<file path="config.mk">
export PLATFORM = sky130hd
export DESIGN_NAME = lut_page_loader
export DESIGN_NICKNAME = d
export VERILOG_FILES = /design/src/rtl/lut_page_loader.sv
export SDC_FILE = /design/constraint.sdc
export NUM_CORES = 1
export LEC_CHECK = 0
export CORE_AREA = 2 2 54 56
export CTS_BUF_LIST = sky130_fd_sc_hd__clkbuf_16
export CTS_CLUSTER_SIZE = 25
export DETAILED_ROUTE_END_ITERATION = 6
export DIE_AREA = 0 0 56 58
export MAX_ROUTING_LAYER = met4
export PLACE_DENSITY = 0.85
export SLEW_MARGIN = 5
export SYNTH_ARGS = -nofsm -noshare
export SYNTH_HDL_FRONTEND = slang
export SYNTH_SLANG_ARGS = --single-unit
</file>
<file path="constraint.sdc">
create_clock -name write_clk -period 3.45 [get_ports write_clk]
set_input_delay 0.69 -clock write_clk [delete_from_list [all_inputs] [get_ports write_clk]]
set_output_delay 0.69 -clock write_clk [all_outputs]
set_load 0.05 [all_outputs]
</file>
<file path="src/rtl/lut_page_loader.sv">
// Write-side loader for the two-bank interleaved IB-LUT page memory.
// Packs a word stream into pages and issues one-cycle page writes.
module lut_page_loader #(
  parameter int QUAN_SIZE       = 3,
  parameter int PAGE_NUM        = 16,
  parameter int BANK_INTERLEAVE = 2,
  parameter int ADDR_BITWIDTH   = 4
) (
  input  logic                                 write_clk,
  input  logic                                 rstn,
  input  logic                                 load_start_i,
  input  logic [ADDR_BITWIDTH:0]               load_page_num_i,
  input  logic                                 abort_i,
  input  logic [QUAN_SIZE-1:0]                 word_i,
  input  logic                                 word_valid_i,
  output logic                                 word_ready_o,
  output logic [QUAN_SIZE*BANK_INTERLEAVE-1:0] write_data_o,
  output logic [ADDR_BITWIDTH-1:0]             write_addr_o,
  output logic                                 we_o,
  output logic                                 busy_o,
  output logic                                 done_o
);

  localparam int DW = QUAN_SIZE * BANK_INTERLEAVE;
  localparam int CW = ADDR_BITWIDTH + 1;
  localparam int KW =
    (BANK_INTERLEAVE > 1) ? $clog2(BANK_INTERLEAVE) : 1;
  localparam logic [CW-1:0] PN     = CW'(PAGE_NUM);
  localparam logic [KW-1:0] LAST_K = KW'(BANK_INTERLEAVE - 1);

  typedef enum logic [1:0] {
    S_IDLE,
    S_FILL,
    S_WRITE,
    S_DONE
  } state_t;

  state_t                   state_q;
  state_t                   state_d;
  logic [CW-1:0]            page_cnt_q;
  logic [CW-1:0]            cnt_sel;
  logic [ADDR_BITWIDTH-1:0] page_ptr_q;
  logic [ADDR_BITWIDTH-1:0] waddr_q;
  logic [KW-1:0]            word_cnt_q;
  logic [DW-1:0]            page_buf_q;
  logic [DW-1:0]            page_nxt;
  logic [DW-1:0]            wdata_q;
  logic                     accept;
  logic                     last_word;
  logic                     last_page;

  // Zero or an out-of-range request means a full-memory load.
  always_comb begin
    cnt_sel = load_page_num_i;
    if (load_page_num_i == '0 || load_page_num_i > PN)
      cnt_sel = PN;
  end

  assign accept    = (state_q == S_FILL) && word_valid_i && !abort_i;
  assign last_word = (word_cnt_q == LAST_K);
  assign last_page = ({1'b0, page_ptr_q} + CW'(1)) >= page_cnt_q;

  // First word of a page lands in the most-significant slot.
  always_comb begin
    page_nxt = page_buf_q;
    for (int k = 0; k < BANK_INTERLEAVE; k++) begin
      if (word_cnt_q == k[KW-1:0])
        page_nxt[(BANK_INTERLEAVE-1-k)*QUAN_SIZE +: QUAN_SIZE] = word_i;
    end
  end

  always_ff @(posedge write_clk or negedge rstn) begin
    if (!rstn) state_q <= S_IDLE;
    else       state_q <= state_d;
  end

  always_comb begin
    state_d      = state_q;
    word_ready_o = 1'b0;
    we_o         = 1'b0;
    busy_o       = 1'b0;
    done_o       = 1'b0;
    unique case (state_q)
      S_IDLE: begin
        if (load_start_i) state_d = S_FILL;
      end
      S_FILL: begin
        word_ready_o = 1'b1;
        busy_o       = 1'b1;
        if (abort_i)                  state_d = S_IDLE;
        else if (accept && last_word) state_d = S_WRITE;
      end
      S_WRITE: begin
        we_o   = 1'b1;
        busy_o = 1'b1;
        if (abort_i)        state_d = S_IDLE;
        else if (last_page) state_d = S_DONE;
        else                state_d = S_FILL;
      end
      S_DONE: begin
        done_o  = 1'b1;
        state_d = S_IDLE;
      end
      default: state_d = S_IDLE;
    endcase
  end

  always_ff @(posedge write_clk or negedge rstn) begin
    if (!rstn) begin
      page_cnt_q <= '0;
      page_ptr_q <= '0;
      word_cnt_q <= '0;
      page_buf_q <= '0;
      wdata_q    <= '0;
      waddr_q    <= '0;
    end else begin
      unique case (state_q)
        S_IDLE: begin
          if (load_start_i) begin
            page_cnt_q <= cnt_sel;
            page_ptr_q <= '0;
            word_cnt_q <= '0;
          end
        end
        S_FILL: begin
          if (accept) begin
            page_buf_q <= page_nxt;
            if (last_word) begin
              word_cnt_q <= '0;
              wdata_q    <= page_nxt;
              waddr_q    <= page_ptr_q;
            end else begin
              word_cnt_q <= word_cnt_q + KW'(1);
            end
          end
        end
        S_WRITE: begin
          if (!abort_i && !last_page) begin
            page_ptr_q <= page_ptr_q + ADDR_BITWIDTH'(1);
            word_cnt_q <= '0;
          end
        end
        default: ;
      endcase
    end
  end

  assign write_data_o = wdata_q;
  assign write_addr_o = waddr_q;

endmodule

</file>
[After elaboration in Yosys (flattened, before gate mapping)]
Cells that the tools add are included.
Storage, ports and cells
  register bits: 28
  input bits: 13
Operators by class
  $add $sub $neg: 3
  order comparisons: 2
  eq/ne operators: 7
  muxes and demuxes: 21
  reductions and logical operators: 18
Operators with widths (number)
  2-to-1 mux 2 bit: 5
  2-to-1 mux 1 bit: 8
  2-to-1 mux 4 bit: 2
  case mux 2 bit (4 select lines): 1
  case mux 4 bit (2 select lines): 1
  2-to-1 mux 3 bit: 2
  != test 2 bit, second input constant: 3
  AND reduction 2 bit: 3
  AND reduction 3 bit: 2
  adder 4 x 1 -> 5 bit, second input constant: 1
  greater-or-equal comparator 5 bit: 1
  > comparator 5 bit, second input constant: 1
  logical NOT 5 bit: 1
  2-to-1 mux 5 bit: 1
  adder 4 x 1 -> 4 bit, second input constant: 1
  equality test 2 bit, second input constant: 2
  logical AND 1 bit: 4
  AND reduction 4 bit: 1
  != test 3 x 2 -> 1 bit, second input constant: 1
  case mux 1 bit (3 select lines): 1
  nonzero test 3 bit: 1
  equality test 2 x 1 -> 1 bit, second input constant: 1
  logical NOT 1 bit: 2
  logical NOT 2 bit: 1
  other kinds (4): 4

[Longest topological paths before layout]
Gate-level depths: netlist (run 1).
  depth in word-level cells: 7
  mapped depth: 8

[Least setup slack after synthesis (run 1)]
No wires, ideal clock.
  path kind: flip-flop to flip-flop
  start: reg page_ptr_q[0]
  end: reg page_ptr_q[3]
  library setup time: 125 ps
  arrival time: 2112 ps
  data required time: 3325 ps
  setup slack: 1213 ps
  cell stages (with the launch flop): 8
  path buffers: 0
  period minus slack after synthesis: 2237 ps
  cells stage by stage: dfrtp_1 -> ha_1 -> and3_1 -> ha_1 -> or4_4 -> o21ai_4 -> nand2_4 -> mux2_4
Between the ends
  cells in the longest elaborated chain, start to end: 6
  elaborated cells between the ends (all ways): 9
RTL lines
  start: declaration: line 42  | logic [ADDR_BITWIDTH-1:0] page_ptr_q;
  start signal: assignment: line 139  | page_ptr_q <= page_ptr_q + ADDR_BITWIDTH'(1);
  adder 4 x 1 -> 5 bit: line 61  | assign last_page = ({1'b0, page_ptr_q} + CW'(1)) >= page_cnt_q;
  greater-or-equal comparator 5 bit: line 61
  logical NOT 1 bit: line 138  | if (!abort_i && !last_page) begin
  logical AND 1 bit: line 138
  != test 2 bit (no line)
  AND reduction 3 bit (no line)
Several ways; a longest one is shown, not always the timed one. The select of a mux whose other input is x is not followed.
A chain may end at the register's enable or synchronous reset.

[Final worst setup path (run 1)]
  start: reg state_q[0]
  end: out we_o
Between the ends
  cells in the longest elaborated chain, start to end: 2
RTL lines
  start: declaration: line 38  | state_t state_q;
  start signal: assignment: line 74  | else state_q <= state_d;
  equality test 2 bit: line 83  | unique case (state_q)
  2-to-1 mux 1 bit: line 83
  end: declaration: line 19  | output logic we_o,
No other way between the ends.

==> impl_metrics.yaml, run 1 <==
outcome:
  status: "completed"
synth:
  ys.flop_type: "dfrtp_1"
  synthSimpleGateAreaFrac_pct: 23.6
  synth_fp_nets: 171
  synth_top_family_by_area: "simple AND/OR/NAND/NOR gates"
  synth_mux_area_share_pct: 4.98
  ys_ff_latch: 25
  yosys_warnings: 0
  yosysUniqueCellTypes: 33
  synthArstFlopShare_pct: 100
  yosysSeqAreaShare_pct: 45.2
  synthAdderAreaFrac_pct: 10.9
  synth_xor_area_share_pct: 1.27
  syn_area_um2: 1380
  syn_inst: 146
  syn_avg_cell_area_um2: 9.47
  synth_edf_count: 0
  synth_compound_area_share_pct: 11.0
cells_and_area:
  final_cell_count_no_fill: 206
  final_net_count: 201
  syn2layout_area_growth_pct: 27.3
  antenna_cells: 0
  fill_cells: 215
  final_layout_size_suffix_gt1_share_pct: 8.00
timing:
  final.setup.tns_ns: 0
  finalCritPeriodShare_pct: 77.8
  setup_viol: 0
  tightestPinTransition_ns: 0.496
  slew_violations: 0
  rsz0062_at_grt: "false"
  slew_headroom_pct: 66.8
  skew_ns: 0.00159
  finalCriticalPeriod_ns: 2.68
  finalHoldViolCount: 0
  fmax_mhz: 373
clock_tree:
  cts_buffer_depth: 2
  worstSkewPairLatency_ns: 0.25
  hold_buffers: 0
  post_cts_buffers: 0
  clk_pin_slew_ns: 0.06
  cts_root_buf: "clkbuf_16"
  h-tree-depth: 1
  cts_tree: "built"
  clock_sinks: 25
  cts_buffers: 3
  ctsResizeCount: 0
worst_setup_path:
  regToRegEndpoint: "page_ptr_q[2]"
  crit_type: "flop to output port"
  rrSetupSlack_ns: 1.05
  crit_path_end_kind: "output port"
  worstSetupStartpointType: "flop"
  cp_data_required_time_ns: 2.76
  r2r-start: "page_ptr_q[0]"
  arrival_ns: 1.99
  critPathMaxFanout: 7
  reg2reg_depth: 8
place:
  dp_cells: 202
  gp_congestion: 0.807
  numPortBuffers: 26
  hpwl_um: 2130
floorplan:
  num_rows: 19
  ios: 27
  coreArea_um2: 2660
  start_util_pct: 51.9
  die_h_um: 58
  die_x_um: 56
  dieArea_um2: 3250
pwr:
  power_density_nw_per_um2: 710
  p_leak_nw: 0.898
  peakVddDrop_uv: 680
job:
  cap_viol_max_count: 0
drt:
  drt_pass1_iterations: 4
  drt_iter0_drc: 47
  routed-via-count: 1126
  drt_wl_total_um: 2690
  via_per_inst: 5.47
  wire_per_inst_um: 13.1
  ant_nets: 0
  drc: 0
global_route:
  antenna_found_initial: 0
  grt_max_degree: 26
  grt_usage_pct: 19.3
  grt_pass1_vias: 1121
  grt-ovfl-total: 0
  grt_pass1_wl_um: 4810
worst_hold_path:
  min_to: "write_data_o[4]"
  min_from: "page_buf_q[4]"
  hp-class: "flop to flop"
  hold_path_depth: 2
==> cells in the final DEF, fill, tap and decap left out <==
master / n
a41oi_1: 1
nor2b_4: 1
and3_1: 2
o211ai_1: 1
nand2_4: 1
nor3_1: 1
nor2_1: 4
nor2b_1: 5
mux2i_1: 2
ha_1: 12
mux2_2: 3
and2_1: 2
xnor2_1: 1
or4_1: 1
a21o_1: 2
a31o_2: 1
clkdlybuf4s50_1: 26
nor3b_1: 1
a21oi_1: 4
nand2b_1: 5
nand3_1: 2
clkbuf_16: 3
dfrtp_1: 25
xor2_1: 1
a22o_1: 1
o21ba_2: 1
inv_1: 10
or4_4: 1
nand2_1: 42
buf_4: 1
o21ai_0: 8
mux2_4: 1
o21ai_4: 1
a32o_1: 1
o21a_1: 1
==> worst max-delay path by stage <==
| stage | from | slack [ns] | depth (start not counted) | endpoint |
|---|---|---|---|---|
| after detailed placement | abort_i | 0.99 | 5 | page_ptr_q[3] |
| after CTS | state_q[0] | 0.78 | 3 | we_o |
| after floorplan | page_ptr_q[0] | 1.21 | 7 | page_ptr_q[3] |
| after global routing | state_q[0] | 0.70 | 3 | we_o |
| final | state_q[0] | 0.77 | 3 | we_o |
| after global placement | abort_i | 1.02 | 5 | page_ptr_q[3] |
==> area by class of cell <==
cell class | instances | area (um2) | area share, %
clock buffers | 3 | 75.1 | 4.26
inverters | 9 | 33.8 | 1.92
clock inverters | 1 | 3.75 | 0.213
multi-input cells | 110 | 716 | 40.7
well taps | 31 | 38.8 | 2.20
flip-flops and latches | 25 | 626 | 35.5
repair buffers | 27 | 268 | 15.2
==> report_power, final <==
part / switching (W) / internal, W
combinational: 0.000356 / 0.000209
sequential: 0.0000535 / 0.000381
clock: 0.0000947 / 0.000155
==> cells by family after synthesis <==
family	after synthesis
DFF	25
AOI/OAI and AO/OA	22
muxes	6
buffers and inverters	11
adders and majority gates	12
xor gates and xnor gates	2
and+or+nand+nor	68
==> synth_stat cells (all sizes together), types with 2 or more instances <==
master,number,area [um2]
a21o,2,15.0
a21oi,4,20.0
and2,2,12.5
and3,2,12.5
clkbuf,2,7.51
dfrtp,25,626
ha,12,150
inv,9,33.8
mux2,4,48.8
mux2i,2,20.0
nand2,43,169
nand2b,5,31.3
nand3,2,10.0
nor2,4,15.0
nor2b,6,45.0
o21ai,9,56.3
or4,2,18.8
==> state kept, by name, indices dropped and copies added, names as in the netlist <==
signal and flops:
last_word 1, page_ptr_q 4, write_data_o 6, page_buf_q 3
state_q 2, page_cnt_q 5, write_addr_o 4
==> metal layers <==
layer,wire [um],up-vias,part of all wire (%),global-route usage [%]
met1,1050,536,39,20.7
met2,1450,44,54,35.6
met4,9,0,0.33,4.76
met3,185,2,6.9,5.13
met5,0,-,0,-
li1,-,544,-,-
==> critical path, stage by stage (launching register included) <==
cell             delay (ns)
dfrtp_1                0.42
inv_1                  0.12
ha_1                   0.34
clkdlybuf4s50_1        0.86
==> metrics by stage <==
step | total power (W) | utilization, % | hold WS (ns) | worst slack (ns) | instance area (um2)
2_1_floorplan | 0.000838 | - | 0.394 | 1.21 | 1380
3_5_place_dp | 0.00101 | 63.2 | 0.457 | 0.992 | 1680
5_1_grt | 0.00133 | 66.1 | 0.494 | 0.704 | 1760
6_report | 0.00125 | 66.1 | 0.470 | 0.767 | 1760
4_1_cts | 0.00126 | 66.1 | 0.472 | 0.781 | 1760
3_3_place_gp | 0.000979 | 63.2 | 0.445 | 1.02 | 1680
No activity file was read; power rests on OpenSTA's default activity.
==> inputs of run 2 (changes only) <==
--- a/config.mk
+++ b/config.mk
@@ -5,13 +5,13 @@
 export SDC_FILE = /design/constraint.sdc
 export NUM_CORES = 1
 export LEC_CHECK = 0
-export CORE_AREA = 2 2 54 56
+export CORE_AREA = 2 2 59 61
 export CTS_BUF_LIST = sky130_fd_sc_hd__clkbuf_16
 export CTS_CLUSTER_SIZE = 25
 export DETAILED_ROUTE_END_ITERATION = 6
-export DIE_AREA = 0 0 56 58
+export DIE_AREA = 0 0 61 63
 export MAX_ROUTING_LAYER = met4
-export PLACE_DENSITY = 0.85
+export PLACE_DENSITY = 0.76
 export SLEW_MARGIN = 5
 export SYNTH_ARGS = -nofsm -noshare
 export SYNTH_HDL_FRONTEND = slang
==> constraint.sdc (replaced) <==
create_clock -name write_clk -period 2.35 [get_ports write_clk]
set_input_delay 0.47 -clock write_clk [delete_from_list [all_inputs] [get_ports write_clk]]
set_output_delay 0.47 -clock write_clk [all_outputs]
set_load 0.05 [all_outputs]
==> run 2 against run 1 <==
Count of clock-buffer cells in the layout is the same. Global-route usage shrank 3.2 points. Via count is 3.9% lower. Critical endpoint is now page_ptr_q[3]. Critical path depth is 4 higher. Die area grew 18%. Routed wire length down 3.4%. Largest cell class unchanged.
==> impl_metrics.yaml, run 2 (synthesis gave the netlist of run 1 again) <==
worst_hold_path:
  hold_path_depth: 2
  hp-class: "flop to flop"
  min_from: "page_buf_q[4]"
  min_to: "write_data_o[4]"
floorplan:
  num_rows: 21
  start_util_pct: 42.8
  dieArea_um2: 3840
  coreArea_um2: 3230
  die_x_um: 61
  die_h_um: 63
  ios: 27
worst_setup_path:
  crit_path_end_kind: "flop"
  arrival_ns: 2.41
  crit_path_max_incr_delay_ns: 0.54
  critPathMaxFanout: 4
  cp_top_family: "simple AND/OR/NAND/NOR gates"
  regToRegEndpoint: "page_ptr_q[3]"
  crit_type: "flop to flop"
  worstPathCellList: "ha_2, and3_1, ha_1, or4_4, o21ai_4, nand2_4, mux2_4"
  cp_num_buf_inv: 0
  worstSetupStartpointType: "flop"
  slowest_stage: "or4_4"
  r2r-start: "page_ptr_q[1]"
  cp_data_required_time_ns: 2.49
  reg2reg_depth: 7
  rrSetupSlack_ns: 0.08
timing:
  final.setup.tns_ns: 0
  finalCritPeriodShare_pct: 96.4
  rsz0062_at_grt: "false"
  setup_viol: 0
  fmax_mhz: 441
  finalHoldViolCount: 0
  tightestPinTransition_ns: 0.500
  skew_ns: 0.00383
  slew_headroom_pct: 66.6
  finalCriticalPeriod_ns: 2.27
  slew_violations: 0
  setup_ws_ns: 0.0848
drt:
  ant_nets: 0
  wire_per_inst_um: 11.4
  routed-via-count: 1082
  drc: 0
  via_per_inst: 4.75
  drt_pass1_iterations: 4
  drt_wl_total_um: 2600
  drt_iter0_drc: 46
cells_and_area:
  fill_cells: 292
  final_common_cell: "nand2_1"
  final_cell_count_no_fill: 228
  largest_reg_flops: 6
  seqCellArea_um2: 627
  final_layout_size_suffix_gt1_share_pct: 14.3
  antenna_cells: 0
  syn2layout_area_growth_pct: 32.2
  final_net_count: 208
  fin_area_um2: 1830
  multi_input_area_um2: 718
  final_cell_mix: "42 x nand2_1, 24 x dfrtp_1, 23 x clkdlybuf4s50_1"
global_route:
  grt_pass1_vias: 1113
  antenna_found_initial: 0
  grt-ovfl-total: 0
  grt_max_degree: 26
  grt_pass1_wl_um: 4710
  grt_usage_pct: 16.1
clock_tree:
  clock_sinks: 25
  hold_buffers: 0
  clk_pin_slew_ns: 0.06
  cts_root_buf: "clkbuf_16"
  cts_buffer_depth: 2
  cts_tree: "built"
  h-tree-depth: 1
  worstSkewPairLatency_ns: 0.26
  cts_buffers: 3
pwr:
  p_leak_nw: 0.932
  power_density_nw_per_um2: 1010
  peakVddDrop_uv: 426
outcome:
  status: "completed"
place:
  hpwl_um: 2000
  dp_slack_ns: 0.0971
  gp_congestion: 0.838
  numPortBuffers: 26
  dp_cells: 222
  dpl_cell_area_um2: 1730
job:
  cap_viol_max_count: 0
[run 2: cell type report]
class	count	share of cell area, %
clock buffer	3	4.11
clock inverter	1	0.205
inverter	9	1.85
multi-input combinational	110	39.3
sequential	25	34.3
tap	46	3.15
timing repair buffer	34	17.1
[run 2: report_power, final]
part,switching (W),total [W],internal [W]
registers,0.0000712,0.000630,0.000559
logic,0.000528,0.000856,0.000328
clock network,0.000141,0.000369,0.000227
total,0.000740,0.00185,0.00111
[run 2: metrics by stage]
step	hold slack (ns)	utilization (%)	total power [W]
floorplan	0.174	-	0.00123
global placement	0.450	53.5	0.00147
detailed placement	0.449	53.5	0.00150
CTS	0.465	56.0	0.00187
global route	0.495	56.6	0.00199
finish	0.467	56.6	0.00185
[run 2: metal layers]
metal  share of wire (%)  track usage, %
met1                  44            19.1
met2                  50            27.6
met3                 4.3            2.48
met4                 1.5            4.89
met5                   0               -
[run 2: how the worst max path moves through the flow]
| stage | startpoint | to | slack, ns | cells after the start |
|---|---|---|---|---|
| floorplan | page_ptr_q[0] | page_ptr_q[3] | 0.11 | 7 |
| global placement | page_ptr_q[1] | page_ptr_q[3] | 0.13 | 7 |
| detailed placement | page_ptr_q[1] | page_ptr_q[3] | 0.1 | 7 |
| CTS | page_ptr_q[1] | page_ptr_q[3] | 0.07 | 7 |
| global route | page_ptr_q[1] | page_ptr_q[3] | 0.004 | 7 |
| finish | page_ptr_q[1] | page_ptr_q[3] | 0.08 | 7 |
[run 2: timing repair]
item | in CTS | in global routing
gates resized for setup | 0 | 2
setup endpoints to repair | 0 | 3
setup buffers | 0 | 2
[run 2: worst register-to-register path: stages, from the launching register on]
cell and delay (ns):
dfrtp_1 0.41, ha_2 0.21, and3_1 0.15, ha_1 0.22, or4_4 0.54, o21ai_4 0.21
nand2_4 0.10, mux2_4 0.31
==> inputs of run 3 (changes only) <==
--- a/config.mk
+++ b/config.mk
@@ -7,11 +7,11 @@
 export LEC_CHECK = 0
 export CORE_AREA = 2 2 59 61
 export CTS_BUF_LIST = sky130_fd_sc_hd__clkbuf_16
-export CTS_CLUSTER_SIZE = 25
 export DETAILED_ROUTE_END_ITERATION = 6
 export DIE_AREA = 0 0 61 63
 export MAX_ROUTING_LAYER = met4
 export PLACE_DENSITY = 0.76
+export SKIP_CTS_REPAIR_TIMING = 1
 export SLEW_MARGIN = 5
 export SYNTH_ARGS = -nofsm -noshare
 export SYNTH_HDL_FRONTEND = slang
==> results of run 3 <==
The final DEF is identical to that of run 2; final timing and power are the same.
